<file path="config.mk">
export PLATFORM = sky130hd
export DESIGN_NAME = data_mem_lsu
export DESIGN_NICKNAME = d
export VERILOG_FILES = /design/src/rtl/lsu_pkg.sv /design/src/rtl/lsu_align.sv /design/src/rtl/data_mem_lsu.sv
export SDC_FILE = /design/constraint.sdc
export NUM_CORES = 1
export LEC_CHECK = 0
export ABC_AREA = 1
export CAP_MARGIN = 10
export CORE_MARGIN = 5
export CORE_UTILIZATION = 35
export CTS_CLUSTER_SIZE = 12
export DETAILED_ROUTE_END_ITERATION = 8
export HOLD_SLACK_MARGIN = 0.05
export PLACE_DENSITY = 0.7
export SETUP_SLACK_MARGIN = 0.5
export SKIP_CTS_REPAIR_TIMING = 1
export SLEW_MARGIN = 40
export SYNTH_ARGS = -nofsm -noshare
export SYNTH_HDL_FRONTEND = slang
export SYNTH_SLANG_ARGS = --single-unit
</file>
<file path="constraint.sdc">
create_clock -name clk -period 4.7 [get_ports clk]
set_input_delay 0.705 -clock clk [delete_from_list [all_inputs] [get_ports clk]]
set_output_delay 0.705 -clock clk [all_outputs]
set_load 0.02 [all_outputs]
</file>
<file path="src/rtl/lsu_pkg.sv">
`default_nettype none
// ============================================================================
//  Module   : lsu_pkg
//  Purpose  : Shared types and constants for the data-memory load/store unit:
//             RISC-V funct3 size/sign encodings, mcause exception codes and
//             the LSU state encoding.
//  Revision : 1.0  initial release
// ============================================================================
package lsu_pkg;

  // RISC-V load/store size and sign encodings.
  typedef enum logic [2:0] {
    LS_B  = 3'b000,
    LS_H  = 3'b001,
    LS_W  = 3'b010,
    LS_BU = 3'b100,
    LS_HU = 3'b101
  } ls_funct3_e;

  // mcause exception codes.
  localparam logic [3:0] CAUSE_LD_MISALIGN = 4'd4;
  localparam logic [3:0] CAUSE_LD_FAULT    = 4'd5;
  localparam logic [3:0] CAUSE_ST_MISALIGN = 4'd6;
  localparam logic [3:0] CAUSE_ST_FAULT    = 4'd7;

  // LSU controller states.
  typedef enum logic [2:0] {
    S_IDLE   = 3'd0,
    S_LOAD   = 3'd1,
    S_STORE  = 3'd2,
    S_RMW_RD = 3'd3,
    S_RMW_WR = 3'd4,
    S_RESP   = 3'd5
  } lsu_state_e;

endpackage : lsu_pkg
`default_nettype wire

</file>
<file path="src/rtl/lsu_align.sv">
`default_nettype none
// ============================================================================
//  Module   : lsu_align
//  Purpose  : Combinational lane logic for the LSU.
//             - Load path: picks the byte/half lane of i_rword selected by
//               i_off and sign- or zero-extends it; words pass unchanged.
//             - Store path: merges the low byte/half of i_wdata into the
//               selected lane of i_old_word; a word store replaces it all.
//  Ports    : i_rword      word read from memory (load path)
//             i_old_word   previously read word (store merge path)
//             i_wdata      store data, low bits used for B/H
//             i_funct3     RISC-V size/sign code
//             i_off        byte offset within the word (addr[1:0])
//             o_load_data  extended load result
//             o_merged     word to write back
//  Revision : 1.0  initial release
// ============================================================================
module lsu_align
  import lsu_pkg::*;
(
  input  logic [31:0] i_rword,
  input  logic [31:0] i_old_word,
  input  logic [31:0] i_wdata,
  input  logic [2:0]  i_funct3,
  input  logic [1:0]  i_off,
  output logic [31:0] o_load_data,
  output logic [31:0] o_merged
);

  logic [7:0]  w_byte;
  logic [15:0] w_half;

  always_comb begin
    w_byte      = i_rword[{i_off, 3'b000} +: 8];
    w_half      = i_off[1] ? i_rword[31:16] : i_rword[15:0];
    o_load_data = i_rword;
    case (i_funct3)
      LS_B:    o_load_data = {{24{w_byte[7]}}, w_byte};
      LS_BU:   o_load_data = {24'd0, w_byte};
      LS_H:    o_load_data = {{16{w_half[15]}}, w_half};
      LS_HU:   o_load_data = {16'd0, w_half};
      default: o_load_data = i_rword;
    endcase
  end

  always_comb begin
    o_merged = i_old_word;
    case (i_funct3)
      LS_B:    o_merged[{i_off, 3'b000} +: 8] = i_wdata[7:0];
      LS_H:    o_merged[{i_off[1], 4'b0000} +: 16] = i_wdata[15:0];
      default: o_merged = i_wdata;
    endcase
  end

endmodule : lsu_align
`default_nettype wire

</file>
<file path="src/rtl/data_mem_lsu.sv">
`default_nettype none
// ============================================================================
//  Module   : data_mem_lsu
//  Purpose  : Load/store initiator for the word-organised data memory.
//             Accepts one request per handshake, checks it for illegal size,
//             misalignment and range, then performs a word read, a word
//             write, or a read-modify-write for sub-word stores. Every
//             request ends in a single-cycle response pulse.
//  Ports    : clk, rst                   clock, synchronous active-high reset
//             req_*                      request from execute stage
//             resp_*                     completion / exception report
//             mem_*                      data memory interface (cs active low)
//  Revision : 1.0  initial release
// ============================================================================
module data_mem_lsu
  import lsu_pkg::*;
#(
  parameter int MEM_WORDS = 16
) (
  input  logic        clk,
  input  logic        rst,
  input  logic        req_valid_i,
  output logic        req_ready_o,
  input  logic        req_we_i,
  input  logic [2:0]  req_funct3_i,
  input  logic [31:0] req_addr_i,
  input  logic [31:0] req_wdata_i,
  output logic        resp_valid_o,
  output logic [31:0] resp_rdata_o,
  output logic        resp_err_o,
  output logic [3:0]  resp_cause_o,
  output logic [31:0] resp_badaddr_o,
  output logic        mem_cs_o,
  output logic        mem_rd_wr_o,
  output logic [2:0]  mem_mask_o,
  output logic [31:0] mem_addr_o,
  output logic [31:0] mem_data_o,
  input  logic [31:0] mem_data_i
);

  localparam logic [29:0] c_MEM_WORDS = 30'(MEM_WORDS);

  lsu_state_e  r_state, w_next;
  logic        r_we;
  logic [2:0]  r_funct3;
  logic [31:0] r_addr, r_wdata, r_old;
  logic [31:0] r_rdata, r_badaddr;
  logic        r_err;
  logic [3:0]  r_cause;

  logic        w_bad_f3, w_misalign, w_oor, w_err;
  logic [3:0]  w_cause;
  logic [31:0] w_load_data, w_merged;

  // Request checks, evaluated on the live request while in IDLE.
  always_comb begin
    if (req_we_i)
      w_bad_f3 = !(req_funct3_i == LS_B || req_funct3_i == LS_H || req_funct3_i == LS_W);
    else
      w_bad_f3 = (req_funct3_i == 3'b011) || (req_funct3_i[2:1] == 2'b11);
    w_misalign = ((req_funct3_i[1:0] == 2'b01) && req_addr_i[0]) ||
                 ((req_funct3_i[1:0] == 2'b10) && (req_addr_i[1:0] != 2'b00));
    w_oor      = req_addr_i[31:2] >= c_MEM_WORDS;
    w_err      = w_bad_f3 || w_misalign || w_oor;
    // Illegal size outranks misalignment, which outranks range.
    if (!w_bad_f3 && w_misalign)
      w_cause = req_we_i ? CAUSE_ST_MISALIGN : CAUSE_LD_MISALIGN;
    else
      w_cause = req_we_i ? CAUSE_ST_FAULT : CAUSE_LD_FAULT;
  end

  lsu_align u_align (
    .i_rword     (mem_data_i),
    .i_old_word  (r_old),
    .i_wdata     (r_wdata),
    .i_funct3    (r_funct3),
    .i_off       (r_addr[1:0]),
    .o_load_data (w_load_data),
    .o_merged    (w_merged)
  );

  always_ff @(posedge clk) begin
    if (rst) r_state <= S_IDLE;
    else     r_state <= w_next;
  end

  always_comb begin
    w_next      = r_state;
    req_ready_o = 1'b0;
    mem_cs_o    = 1'b1;
    mem_rd_wr_o = 1'b1;
    mem_addr_o  = 32'd0;
    mem_data_o  = 32'd0;
    case (r_state)
      S_IDLE: begin
        req_ready_o = 1'b1;
        if (req_valid_i) begin
          if (w_err)                          w_next = S_RESP;
          else if (!req_we_i)                 w_next = S_LOAD;
          else if (req_funct3_i[1:0] == 2'b10) w_next = S_STORE;
          else                                w_next = S_RMW_RD;
        end
      end
      S_LOAD, S_RMW_RD: begin
        mem_cs_o   = 1'b0;
        mem_addr_o = {2'b00, r_addr[31:2]};
        w_next     = (r_state == S_LOAD) ? S_RESP : S_RMW_WR;
      end
      S_STORE: begin
        mem_cs_o    = 1'b0;
        mem_rd_wr_o = 1'b0;
        mem_addr_o  = {2'b00, r_addr[31:2]};
        mem_data_o  = r_wdata;
        w_next      = S_RESP;
      end
      S_RMW_WR: begin
        mem_cs_o    = 1'b0;
        mem_rd_wr_o = 1'b0;
        mem_addr_o  = {2'b00, r_addr[31:2]};
        mem_data_o  = w_merged;
        w_next      = S_RESP;
      end
      S_RESP:  w_next = S_IDLE;
      default: w_next = S_IDLE;
    endcase
  end

  // Request latch and response registers. Response fields are written on
  // the edge that enters RESP and hold until the next such edge.
  always_ff @(posedge clk) begin
    if (rst) begin
      r_we      <= 1'b0;
      r_funct3  <= 3'd0;
      r_addr    <= 32'd0;
      r_wdata   <= 32'd0;
      r_old     <= 32'd0;
      r_rdata   <= 32'd0;
      r_err     <= 1'b0;
      r_cause   <= 4'd0;
      r_badaddr <= 32'd0;
    end else begin
      case (r_state)
        S_IDLE: begin
          if (req_valid_i) begin
            r_we     <= req_we_i;
            r_funct3 <= req_funct3_i;
            r_addr   <= req_addr_i;
            r_wdata  <= req_wdata_i;
            if (w_err) begin
              r_rdata   <= 32'd0;
              r_err     <= 1'b1;
              r_cause   <= w_cause;
              r_badaddr <= req_addr_i;
            end
          end
        end
        S_LOAD: begin
          r_rdata   <= w_load_data;
          r_err     <= 1'b0;
          r_cause   <= 4'd0;
          r_badaddr <= 32'd0;
        end
        S_RMW_RD: r_old <= mem_data_i;
        S_STORE, S_RMW_WR: begin
          r_rdata   <= 32'd0;
          r_err     <= 1'b0;
          r_cause   <= 4'd0;
          r_badaddr <= 32'd0;
        end
        default: ;
      endcase
    end
  end

  assign resp_valid_o   = (r_state == S_RESP);
  assign resp_rdata_o   = r_rdata;
  assign resp_err_o     = r_err;
  assign resp_cause_o   = r_cause;
  assign resp_badaddr_o = r_badaddr;
  assign mem_mask_o     = 3'b000;

endmodule : data_mem_lsu
`default_nettype wire

</file>
==> summary.txt, run 1 <==
Status
  • Outcome: complete, no violations

Power
  • Combinational fraction of design power: 33.8%
  • Switching share of power: 37.4%
  • Psw: 0.00180 W
  • VDD IR max: 0.277 mV
  • Clock power frac: 30.0%
  • Leak Pwr: 4.26 nW
  • PD cells: 436 nW/um^2
  • Part of the power in registers: 36.2%
  • Power Internal: 0.00300 W

Drt
  • Via density: 5.14
  • DR iter-0 viols: 758
  • Via count: 8409
  • Per-cell routed wire length: 17.6 um
  • Remaining DRCs: 0
  • Post-Route WL: 28900 um
  • DRT antenna net count: 0
  • Pre-Repair DR Iteration Count: 6

Global route
  • Initial antenna violation count: 0
  • Total track usage: 21.6%
  • Pin count of the biggest net entering global routing: 96
  • First-pass GRT wire length: 45000 um
  • Number of global-route vias before repair: 8235
  • GR Overflow Total: 0

Worst setup path
  • Crit Path Max Fanout: 20
  • Worst setup path endpoint: mem_data_o[1]
  • CP Capture Type: output port
  • Critical path required time: 3.99 ns
  • Max incr delay on CP: 0.66 ns
  • Top Family by Delay on Critical Path: simple AND/OR/NAND/NOR gates
  • Crit-path most repeated cell: nand2_1
  • FF-to-FF setup slack: 2.14 ns
  • Stages on the worst setup path: 9
  • WS Path Type: register to output port
  • Worst path cell trace: inv_1, nand2_1, nor2_1, nand2_1, nand2_1, o21ai_0, nand2_1, o21ai_0, clkdlybuf4s50_1
  • Startpoint Class: register
  • Worst Setup SP: r_funct3[1]
  • FF-to-FF Start: r_funct3[1]
  • R2R Path End: resp_rdata_o[28]
  • Critical Path AT: 3.31 ns
  • Critical-path top delay cell: clkdlybuf4s50_1
  • CP bufs+invs: 2
  • FF-to-FF path depth: 7

Final layout
  • Seq. cell area: 3390 sq um
  • Syn-to-layout area delta: 38.3%
  • Antenna cells: 0
  • Fill cells: 2246
  • # nets final: 1446
  • Multi-input logic area: 3730 sq um
  • Proportion of layout cells with a drive suffix above 1: 4.44%
  • Post-Layout Inst Area: 11000 sq um

Clock tree
  • Clock transition at path regs: 0.06 ns
  • CTS Buf Count: 17
  • Htree depth: 4
  • Later-pin clock latency in the skew report: 0.43 ns
  • CTS Buffer Depth: 2
  • Root Buffer: clkbuf_16
  • CTS tree: yes
  • CTS Sinks: 169

Floorplan
  • Ports: 243
  • Row cnt: 55
  • Starting Density: 35.4%
  • Core area: 22500 sq um
  • Chip Height: 161 um
  • Die Span X: 161 um
  • Area of the die: 25900 sq um

Place
  • Hpwl dp: 21000 um
  • Post-DP Area: 10400 sq um
  • I/O Buffers: 236
  • Place WS: 0.968 ns
  • RD Place Congestion: 0.911

Logic synthesis
  • Simple-Gate Fraction of Synth Area: 17.4%
  • Synth Area in XOR/XNOR: 0%
  • Post-synthesis mux area share: 0%
  • Library cells used by synthesis: 34
  • Main combinational cell family by area after synthesis: compound AO/OA/AOI/OAI gates
  • Total of warnings raised by yosys: 0
  • Post-Syn Area per Cell: 6.94 sq um
  • Flops & latches, synth: 169
  • Commonest cells post-synth: 257 x nand2_1, 187 x a21oi_1, 169 x dfxtp_1
  • Adder-Cell Fraction of Synth Area: 0.786%
  • Asr flop ratio synth: 0%
  • Post-synthesis sequential area ratio: 42.5%
  • Count leader, synth: nand2_1
  • Synth Area in Compound Gates: 28.1%
  • Post-Synthesis Cells: 1147
  • Top cells by area, synth: dfxtp_1 43%, nand2_1 12%, a21oi_1 12%, o21ai_0 8.7%, inv_1 6.3%
  • Post-synth top area cell: dfxtp_1
  • Synth top area share: 42.5%
  • Synth Flop Type: dfxtp_1
  • EDFF count, synth: 0
  • Netlist Area Pre-Place: 7960 sq um

Timing
  • Clock skew: 0.00715 ns
  • Slew HR: 48.3%
  • Final period utilization: 85.4%
  • Actual slew at the worst max-slew pin: 0.774 ns
  • RSZ-0062 raised after global routing: true
  • Final setup viols: 0
  • Minimum clock period: 4.01 ns
  • Final Hold Fails: 0
  • Slew Limit Fails: 0
  • Setup TNS: 0 ns
  • Fmax: 249 MHz
  • Post-route setup slack: 0.686 ns

Min path
  • Class of the worst hold path: register to register
  • Hold depth: 2

Flow run
  • Max cap viols: 0
[cell type report]
type,instances,area share [%]
clock buffers,20,4.15
clock inverters,12,1.26
inverters,137,4.70
multi-input cells,768,33.8
flip-flops and latches,169,30.7
well taps,285,3.24
repair buffers,245,22.1
[worst min-delay path by stage]
stage / start / end / slack (ns)
finish: r_wdata[27] / r_wdata[27] / 0.45
global route: resp_rdata_o[18] / resp_rdata_o[18] / 0.48
CTS: r_wdata[31] / r_wdata[31] / 0.46
detailed placement: r_wdata[31] / r_wdata[31] / 0.45
global placement: r_wdata[31] / r_wdata[31] / 0.43
floorplan: r_wdata[24] / r_wdata[24] / 0.42
[tightest hold or removal path: cells and delay by family, from the launching register on]
kind,cells,cell delay (ns)
AOI/OAI and AO/OA,1,0.05
DFF,1,0.30
buffers and inverters,1,0.06
[layout by cell type, fill, tap and decap left out, drive strengths merged]
cell / netlist / final
conb: 1 / 6
nor2: 52 / 52
a21oi: 188 / 188
ha: 5 / 5
inv: 136 / 138
a22oi: 8 / 8
clkdlybuf4s50: 0 / 235
o22ai: 37 / 37
o221ai: 1 / 1
or2: 1 / 1
a211o: 1 / 1
a21boi: 7 / 7
nand4: 1 / 1
nand3: 28 / 28
bufinv: 0 / 2
nand2: 260 / 260
buf: 35 / 10
clkbuf: 43 / 20
nor3: 4 / 4
o211ai: 29 / 29
o21ai: 138 / 138
o31ai: 1 / 1
clkinv: 1 / 7
o2111ai: 1 / 1
dfxtp: 169 / 169
clkinvlp: 0 / 2
[cells by family after synthesis]
family | count (synthesis)
flip-flops | 169
AO/OA/AOI/OAI | 411
other | 1
adder cells (fa/ha/maj) | 5
buffers and inverters | 215
AND/OR/NAND/NOR | 346
[state kept, by name, indices dropped and copies added (netlist names)]
register / cells
r_wdata: 32
resp_badaddr_o: 32
resp_cause_o: 3
r_state: 3
r_old: 32
r_addr: 32
resp_rdata_o: 32
r_funct3: 3
[power by group through the flow]
stage / logic [W] / clock network [W] / registers (W)
after floorplan: 0.000922 / 0 / 0.00183
after global placement: 0.00160 / 0 / 0.00176
after detailed placement: 0.00161 / 0 / 0.00176
after CTS: 0.00162 / 0.00147 / 0.00173
after global routing: 0.00177 / 0.00153 / 0.00176
final: 0.00162 / 0.00144 / 0.00174
[routing by layer]
| metal | up-vias | wire length (um) | track usage, % |
|---|---|---|---|
| li1 | 4162 | - | - |
| met1 | 3858 | 12000 | 26.2 |
| met2 | 344 | 13800 | 36.9 |
| met3 | 45 | 2550 | 7.11 |
| met4 | 0 | 559 | 5.82 |
| met5 | - | 0 | 0 |
[stage by stage]
stage | hold slack [ns] | utilization [%] | power (W) | cells
2_1_floorplan | 0.425 | - | 0.00275 | 1152
3_5_place_dp | 0.446 | 46.2 | 0.00337 | 1604
6_report | 0.455 | 48.9 | 0.00480 | 1636
3_3_place_gp | 0.435 | 46.2 | 0.00336 | 1604
5_1_grt | 0.479 | 48.9 | 0.00506 | 1636
4_1_cts | 0.456 | 48.9 | 0.00482 | 1636
Power figures use the tool's default switching activity.
==> run 2, diff against run 1 <==
--- a/config.mk
+++ b/config.mk
@@ -9,6 +9,7 @@
 export CAP_MARGIN = 10
 export CORE_MARGIN = 5
 export CORE_UTILIZATION = 35
+export CTS_BUF_LIST = sky130_fd_sc_hd__clkbuf_16
 export CTS_CLUSTER_SIZE = 12
 export DETAILED_ROUTE_END_ITERATION = 8
 export HOLD_SLACK_MARGIN = 0.05
==> constraint.sdc (replaced) <==
create_clock -name clk -period 4.7 [get_ports clk]
set_input_delay 0.705 -clock clk [delete_from_list [all_inputs] [get_ports clk]]
set_output_delay 0.705 -clock clk [all_outputs]
set_load 0.05 [all_outputs]
==> summary.txt, run 2 (same netlist as run 1, synthesis figures left out) <==
Status
  • Outcome: complete, no violations (unchanged)

Worst setup path
  • Crit Path Max Fanout: 14 (was 20)
  • FF-to-FF setup slack: 1.85 ns (was 2.14 ns)
  • Crit-path most repeated cell: nand2_1 (unchanged)
  • Worst path cell trace: inv_1, nor2_1, nand2_1, nand2_1, inv_1, o21ai_0, nand2_1, o21ai_0, clkdlybuf4s50_1 (was inv_1, nand2_1, nor2_1, nand2_1, nand2_1, o21ai_0, nand2_1, o21ai_0, clkdlybuf4s50_1)
  • Critical Path AT: 3.25 ns (was 3.31 ns)
  • CP Capture Type: output port (unchanged)
  • FF-to-FF path depth: 8 (was 7)
  • WS Path Type: register to output port (unchanged)
  • Critical-path top delay cell: clkdlybuf4s50_1 (unchanged)
  • Max incr delay on CP: 0.83 ns (was 0.66 ns)
  • Critical path required time: 3.99 ns (about the same)
  • Startpoint Class: register (unchanged)

Global route
  • First-pass GRT wire length: 44500 um (was 45000 um)
  • Busiest metal layer after global routing: met2 (unchanged)
  • Global routing usage on met3: 7.34% (was 7.11%)
  • Met2 usage: 35.4% (was 36.9%)
  • Met1 Resource Use GR: 26.3% (was 26.2%)
  • GR Overflow Total: 0 (unchanged)
  • Pin count of the biggest net entering global routing: 96 (unchanged)
  • Number of global-route vias before repair: 8123 (was 8235)
  • Initial antenna violation count: 0 (unchanged)
  • Total track usage: 21.4% (was 21.6%)

Min path
  • Hold depth: 2 (unchanged)
  • Class of the worst hold path: register to register (unchanged)

Final layout
  • Commonest non-fill, non-tap cell in the layout: nand2_1 (unchanged)
  • Proportion of layout cells with a drive suffix above 1: 5.11% (was 4.44%)
  • # nets final: 1446 (unchanged)
  • Antenna cells: 0 (unchanged)
  • Commonest non-fill, non-tap cells in the layout: 255 x nand2_1, 216 x clkdlybuf4s50_1, 187 x a21oi_1, 167 x dfxtp_1, 138 x o21ai_0 (was 256 x nand2_1, 235 x clkdlybuf4s50_1, 187 x a21oi_1, 167 x dfxtp_1, 138 x o21ai_0)
  • Final core utilization: 49.3% (was 48.9%)
  • Syn-to-layout area delta: 39.5% (was 38.3%)

Clock tree
  • Clock transition at path regs: 0.07 ns (was 0.06 ns)
  • Htree depth: 4 (unchanged)
  • CTS Buf Count: 17 (unchanged)
  • Root Buffer: clkbuf_16 (unchanged)
  • CTS Sinks: 169 (unchanged)
  • CTS tree: yes (unchanged)
  • Later-pin clock latency in the skew report: 0.43 ns (about the same)
  • CTS Buffer Depth: 2 (unchanged)

Timing
  • Final Hold Fails: 0 (unchanged)
  • Post-route setup slack: 0.743 ns (was 0.686 ns)
  • Fmax: 253 MHz (was 249 MHz)
  • Slew Limit Fails: 0 (unchanged)
  • Clock skew: 0.0125 ns (was 0.00715 ns)
  • RSZ-0062 raised after global routing: false (was true)
  • Final period utilization: 84.2% (was 85.4%)
  • Actual slew at the worst max-slew pin: 0.774 ns (about the same)
  • Slew HR: 48.4% (was 48.3%)
  • Final setup viols: 0 (unchanged)
  • Hold WS: 0.450 ns (was 0.455 ns)
  • Setup TNS: 0 ns (unchanged)
  • Minimum clock period: 3.96 ns (was 4.01 ns)

Power
  • Power Internal: 0.00298 W (was 0.00300 W)
  • Leak Pwr: 4.45 nW (was 4.26 nW)
  • Psw: 0.00213 W (was 0.00180 W)
  • Part of the power in registers: 33.8% (was 36.2%)
  • Switching share of power: 41.7% (was 37.4%)
  • VDD IR max: 0.245 mV (was 0.277 mV)
  • Clock power frac: 28.2% (was 30.0%)
  • Combinational fraction of design power: 38.0% (was 33.8%)
  • PD cells: 461 nW/um^2 (was 436 nW/um^2)

Place
  • I/O Buffers: 236 (unchanged)
  • RD Place Congestion: 0.933 (was 0.911)
  • Hpwl dp: 20800 um (was 21000 um)
  • Place WS: 0.820 ns (was 0.968 ns)

Floorplan
  • Die Span X: 161 um (unchanged)
  • Ports: 243 (unchanged)
  • Area of the die: 25900 sq um (unchanged)
  • Row cnt: 55 (unchanged)
  • Starting Density: 35.4% (unchanged)
  • Chip Height: 161 um (unchanged)
  • Core area: 22500 sq um (unchanged)

Drt
  • Remaining DRCs: 0 (unchanged)
  • DR iter-0 viols: 667 (was 758)
  • Post-Route WL: 28800 um (was 28900 um)
  • DRT antenna net count: 0 (unchanged)
  • Pre-Repair DR Iteration Count: 5 (was 6)
  • Via count: 8434 (was 8409)
  • Per-cell routed wire length: 17.6 um (about the same)
  • Via density: 5.16 (was 5.14)

Flow run
  • Max cap viols: 0 (unchanged)
run 2: cell count changes in the layout (fill, tap and decap cells not counted), moves of 2 or more:
cell and delta:
buf_12 +8, clkinv_2 -2, nand2_2 +2, clkbuf_8 -2
dlymetal6s2s_1 +9, buf_4 +2, clkdlybuf4s50_1 -19, clkinv_4 -3
inv_8 +3
run 2: path summary, 6_finish.rpt:
kind                                         end   startpoint
worst max-delay path               mem_data_o[8]  r_funct3[0]
worst min-delay path                 r_wdata[31]  r_wdata[31]
worst max register to register  resp_rdata_o[28]  r_funct3[1]
worst min register to register       r_wdata[31]  r_wdata[31]
run 2: layout make-up:
class,instances,area (sq um)
clock buffers,17,425
clock inverters,14,168
fillers,2257,11400
inverters,137,518
multi-input cells,768,3720
flip-flops and latches,169,3390
well taps,285,357
repair buffers,245,2530
run 2: stage by stage:
step	instance area [sq um]	std cells	total power (W)
final	11100	1635	0.00511
after global routing	11100	1635	0.00538
after CTS	11100	1635	0.00514
after detailed placement	10500	1604	0.00370
after global placement	10500	1604	0.00369
after floorplan	7980	1152	0.00307
run 2: critical path, delay by kind of cell (launching register included):
kind / cells / cell delay (ns)
buffers and inverters: 3 / 1.18
AND/OR/NAND/NOR: 4 / 0.78
flip-flops: 1 / 0.60
AO/OA/AOI/OAI: 2 / 0.27
run 2: power by group through the flow:
stage / sequential (W) / clock (W) / combinational, W
6_report: 0.00173 / 0.00144 / 0.00194
5_1_grt: 0.00175 / 0.00153 / 0.00210
4_1_cts: 0.00173 / 0.00147 / 0.00195
3_5_place_dp: 0.00176 / 0 / 0.00194
3_3_place_gp: 0.00175 / 0 / 0.00193
2_1_floorplan: 0.00203 / 0 / 0.00105
run 2: per-layer routing:
metal | wire length [um] | vias up
li1 | - | 4171
met1 | 11700 | 3865
met2 | 13600 | 354
met3 | 2720 | 44
met4 | 763 | 0
met5 | 0 | -
